<file path="src/rtl/piso_pkg.sv">
// Shared definitions for the parallel-in serial-out transmitter.
// Frame length depends on the PISO_PARITY_EN build macro.
package piso_pkg;

   localparam logic ST_IDLE  = 1'b0;
   localparam logic ST_SHIFT = 1'b1;

   typedef enum logic {
      S_IDLE  = ST_IDLE,
      S_SHIFT = ST_SHIFT
   } state_t;

   // Bits per frame: data bits, plus one trailing even-parity bit when enabled.
   function automatic int FRAME_LEN(input int width);
`ifdef PISO_PARITY_EN
      return width + 1;
`else
      return width;
`endif
   endfunction

   // Bit counter width; sized so that WIDTH+1 always fits.
   function automatic int CNT_W(input int width);
      return $clog2(width + 2);
   endfunction

endpackage

</file>
<file path="src/rtl/piso_serializer.sv">
// Parallel-in serial-out transmitter: valid/ready word in, MSB-first bit stream out.
// Build macro PISO_PARITY_EN appends an even-parity bit after the data bits.
module piso_serializer
   import piso_pkg::*;
#(
   parameter int WIDTH = 4
) (
   input  logic             clk,
   input  logic             rst,
   input  logic             pin_valid,
   input  logic [WIDTH-1:0] pin,
   output logic             pin_ready,
   output logic             sout,
   output logic             sout_valid,
   output logic             sout_last,
   output logic             busy
);

   localparam int             CW       = CNT_W(WIDTH);
   localparam int             FRAME    = FRAME_LEN(WIDTH);
   localparam logic [CW-1:0]  CNT_LOAD = CW'(FRAME - 1);
   localparam logic [CW-1:0]  CNT_ONE  = CW'(1);

   state_t           r_state, w_state_nxt;
   logic [WIDTH-1:0] r_shreg, w_shreg_nxt;
   logic [CW-1:0]    r_cnt,   w_cnt_nxt;
   logic             r_sout,  w_sout_nxt;
   logic             r_sout_valid, w_sout_valid_nxt;
   logic             w_ready;
   logic             w_accept;
   logic             w_cnt_zero;
`ifdef PISO_PARITY_EN
   logic             r_parity, w_parity_nxt;
`endif

   assign w_cnt_zero = (r_cnt == '0);
   // Ready comes from registered state only, so it never loops back through pin_valid.
   assign w_ready    = (r_state == S_IDLE) || w_cnt_zero;
   assign w_accept   = pin_valid && w_ready;

   // NOTE: every next-state signal gets a default first so no path can infer a latch.
   always_comb begin
      w_state_nxt      = r_state;
      w_shreg_nxt      = r_shreg;
      w_cnt_nxt        = r_cnt;
      w_sout_nxt       = r_sout;
      w_sout_valid_nxt = r_sout_valid;
`ifdef PISO_PARITY_EN
      w_parity_nxt     = r_parity;
`endif

      if (r_state == S_SHIFT && !w_cnt_zero) begin
         w_shreg_nxt      = r_shreg << 1;
         w_cnt_nxt        = r_cnt - CNT_ONE;
         w_sout_nxt       = r_shreg[WIDTH-2];
`ifdef PISO_PARITY_EN
         // Counter reaching zero next cycle marks the parity slot.
         if (r_cnt == CNT_ONE) begin
            w_sout_nxt = r_parity;
         end
`endif
      end else if (w_accept) begin
         // Covers both the idle load and the zero-gap back-to-back reload.
         w_state_nxt      = S_SHIFT;
         w_shreg_nxt      = pin;
         w_cnt_nxt        = CNT_LOAD;
         w_sout_nxt       = pin[WIDTH-1];
         w_sout_valid_nxt = 1'b1;
`ifdef PISO_PARITY_EN
         w_parity_nxt     = ^pin;
`endif
      end else if (r_state == S_SHIFT) begin
         // Frame done with nothing queued; sout keeps its last bit.
         w_state_nxt      = S_IDLE;
         w_sout_valid_nxt = 1'b0;
      end
   end

   // NOTE: state updates use non-blocking assignments; reset is sampled on the clock edge.
   always_ff @(posedge clk) begin
      if (rst) begin
         r_state      <= S_IDLE;
         r_shreg      <= '0;
         r_cnt        <= '0;
         r_sout       <= 1'b0;
         r_sout_valid <= 1'b0;
`ifdef PISO_PARITY_EN
         r_parity     <= 1'b0;
`endif
      end else begin
         r_state      <= w_state_nxt;
         r_shreg      <= w_shreg_nxt;
         r_cnt        <= w_cnt_nxt;
         r_sout       <= w_sout_nxt;
         r_sout_valid <= w_sout_valid_nxt;
`ifdef PISO_PARITY_EN
         r_parity     <= w_parity_nxt;
`endif
      end
   end

   assign pin_ready  = w_ready;
   assign sout       = r_sout;
   assign sout_valid = r_sout_valid;
   assign sout_last  = r_sout_valid && w_cnt_zero;
   assign busy       = (r_state == S_SHIFT);

endmodule

</file>
<file path="config.mk">
export PLATFORM = sky130hd
export DESIGN_NAME = piso_serializer
export DESIGN_NICKNAME = d
export VERILOG_FILES = /design/src/rtl/piso_pkg.sv /design/src/rtl/piso_serializer.sv
export SDC_FILE = /design/constraint.sdc
export NUM_CORES = 1
export LEC_CHECK = 0
export ABC_AREA = 0
export CAP_MARGIN = 10
export CORE_MARGIN = 1.5
export CORE_UTILIZATION = 30
export DETAILED_ROUTE_END_ITERATION = 12
export PLACE_DENSITY = 0.55
export SLEW_MARGIN = 20
export SYNTH_ARGS = -nofsm -noshare
export SYNTH_HDL_FRONTEND = slang
export SYNTH_SLANG_ARGS = --single-unit
</file>
<file path="constraint.sdc">
create_clock -name clk -period 1.4 [get_ports clk]
set_input_delay 0.28 -clock clk [delete_from_list [all_inputs] [get_ports clk]]
set_output_delay 0.28 -clock clk [all_outputs]
set_load 0.02 [all_outputs]
</file>
==> flow_summary.toml <==
[outcome]
outcome = "finished clean"

[clock_tree]
cts_sinks = 9
cts.path.max_buffers = 2
root_buffer = "clkbuf_4"
cts_hold_buffers = 0
path_clk_slew_ns = 0.07
htree_levels = 1
cts_buffers = 3
clk_latency_ns = 0.26
cts_tree = "built"

[layout]
seq_area_um2 = 184
stdcell_area_um2 = 732
fill_cells = 154
diodes = 0
final_common_cell = "buf_4"
syn_to_final_growth_pct = 47.0
stdcell_count = 88
layout-drive-gt1-share_pct = 43.1
nets = 82
multiInputGateArea_um2 = 284
final_cell_mix = "buf_4, clkdlybuf4s50_1, dfxtp_1"

[detailed_routing]
drc_errors = 0
ant_nets = 0
drtIter0Drc = 2
wl_um = 1030
wl_per_cell_um = 11.7
dr.pass1.iters = 2
drt-vias-per-instance = 4.77
num_vias = 420

[sta]
slew_violations = 0
tightest_slew_ns = 0.216
skew_ns = 0.00374
max_freq_ghz = 0.719
hold_viol = 0
timing.final.crit_share_pct = 99.4
tns_ns = 0
finalSetupViolCount = 0
holdWs_ns = 0.525
period_needed_ns = 1.39
slew-limit-headroom_pct = 85.6
rsz0062_at_grt = "yes"

[logic_synthesis]
synth-edff-count = 0
synth_nets = 57
ys.flop_type = "dfxtp_1"
synth-seq-area-share_pct = 36.2
synth_cells = 48
synth.area.top_cells = "dfxtp_1, mux2i_1, a211oi_2"
synthArstFlopShare_pct = 0
yosys_warnings = 0
synth_top_cell_area_share_pct = 36.2
post_synth.cell_area_avg_um2 = 10.4
synth_top_area_cell = "dfxtp_1"
synth_area_um2 = 498
yosys_register_bits = 9
yosysUniqueCellTypes = 22

[worst_hold_path]
whs_endpoint = "sout"
hold-path-cell-count = 2
hold_class = "reg2reg"
hp-start = "r_shreg[2]"

[global_routing]
grt_overflow = 0
grt_pass1_wl_um = 1850
grt_start_max_net_pins = 9
antenna_found_initial = 0
grt_pass1_vias = 411
grt.total_usage_pct = 13.8

[pwr]
ir_drop_uv = 677
power_density_mw_per_mm2 = 1000
leakagePower_nw = 0.319

[worst_setup_path]
critPathKind = "reg2out"
crit_required_ns = 1.12
crit_arrival_ns = 1.11
critical_path.slowest_cell = "dfxtp_2"
slowest_delay_ns = 0.34
r2r_cells = 7
crit_path_end_kind = "output pin"
path_cells = "inv_2, ha_4, nand2b_4, nand2_8, buf_6"
cp_max_fo = 4
r2r-start = "r_cnt[0]"
cp-start-kind = "register"
regToRegSetupSlack_ns = 0.07
r2r_end = "r_cnt[2]"

[floorplan]
start_util_pct = 32.7
die_h_um = 43.7
die_x_um = 43.7
core_area_mm2 = 0.00152
pin_count = 12
num_rows = 14
die-area_mm2 = 0.00191

[placement]
port_buffers = 11
postPlaceCellArea_um2 = 676
dpl.hpwl_um = 736
placedCellCount = 83
place_congestion = 0.745

[run]
cap_violations = 0
layout make-up:
class	instances	share of cell area, %
inverter	3	1.54
sequential	9	25.1
tap	16	2.74
multi-input combinational	32	38.8
clock buffer	4	3.59
timing repair buffer	24	28.2
power breakdown:
group	switching (mW)	leakage, nW	internal (mW)	total, mW
combinational	0.105	0.229	0.123	0.229
sequential	0.0164	0.0753	0.281	0.297
clock	0.0967	0.0150	0.110	0.207
total	0.219	0.319	0.514	0.733
metrics by stage:
step           util (%)  worst slack [ns]  power [mW]
5_1_grt            48.0           -0.0482       0.782
3_5_place_dp       44.3            -0.244       0.514
3_3_place_gp       44.3            -0.243       0.515
4_1_cts            47.3           -0.0176       0.739
2_1_floorplan         -            0.0568       0.440
6_report           48.0           0.00885       0.733
what timing repair did:
action                     in CTS  in global routing
resized for setup              21                  3
buffers inserted                1                  0
setup endpoints to repair       5                  2
pin swaps                       2                  0
synthesized netlist by cell type, types with 2 or more instances:
library cell,number
dfxtp_1,9
mux2i_1,5
nor2_1,5
nor2b_1,4
a21oi_1,3
inv_1,3
a211oi_2,2
a221oi_1,2
ha_1,2
how the worst max path moves through the flow:
stage	slack (ns)	cells past startpoint	endpoint	startpoint
after floorplan	0.06	5	sout_last	r_cnt[0]
after global placement	-0.24	5	sout_last	r_cnt[1]
after detailed placement	-0.24	5	sout_last	r_cnt[0]
after CTS	-0.02	5	sout_last	r_cnt[1]
after global routing	-0.05	5	sout_last	r_cnt[1]
final	0.009	5	pin_ready	r_cnt[0]
registers in the layout, summed over array words and instances, names as in the netlist:
| name | cells |
|---|---|
| busy | 1 |
| sout | 1 |
| sout_valid | 1 |
| r_cnt | 3 |
| r_shreg | 3 |
cell families (layout without fill, tap and decap cells):
family / count (synthesis) / after routing / share of synthesized area, %
flops: 9 / 9 / 36.2
mux: 5 / 5 / 10.1
fa+ha+maj: 2 / 2 / 5.02
simple gates: 14 / 14 / 19.1
buf+inv: 7 / 31 / 10.8
compound gates: 11 / 11 / 18.8
routing by layer:
layer  up-vias  GRT usage [%]  wire length, um  part of all wire, %
met4         0           10.9               11                  1.1
li1        217              -                -                    -
met1       195           17.7              499                   48
met3         2           3.75               36                  3.5
met5         -              0                0                    0
met2         6           19.4              487                   47
worst max-delay path: cells and delay by family, from the launching register on:
kind	cells	cell delay, ns
simple gates	2	0.18
fa+ha+maj	1	0.16
buf+inv	2	0.18
flops	1	0.34
(Power assumes the default switching activity.)
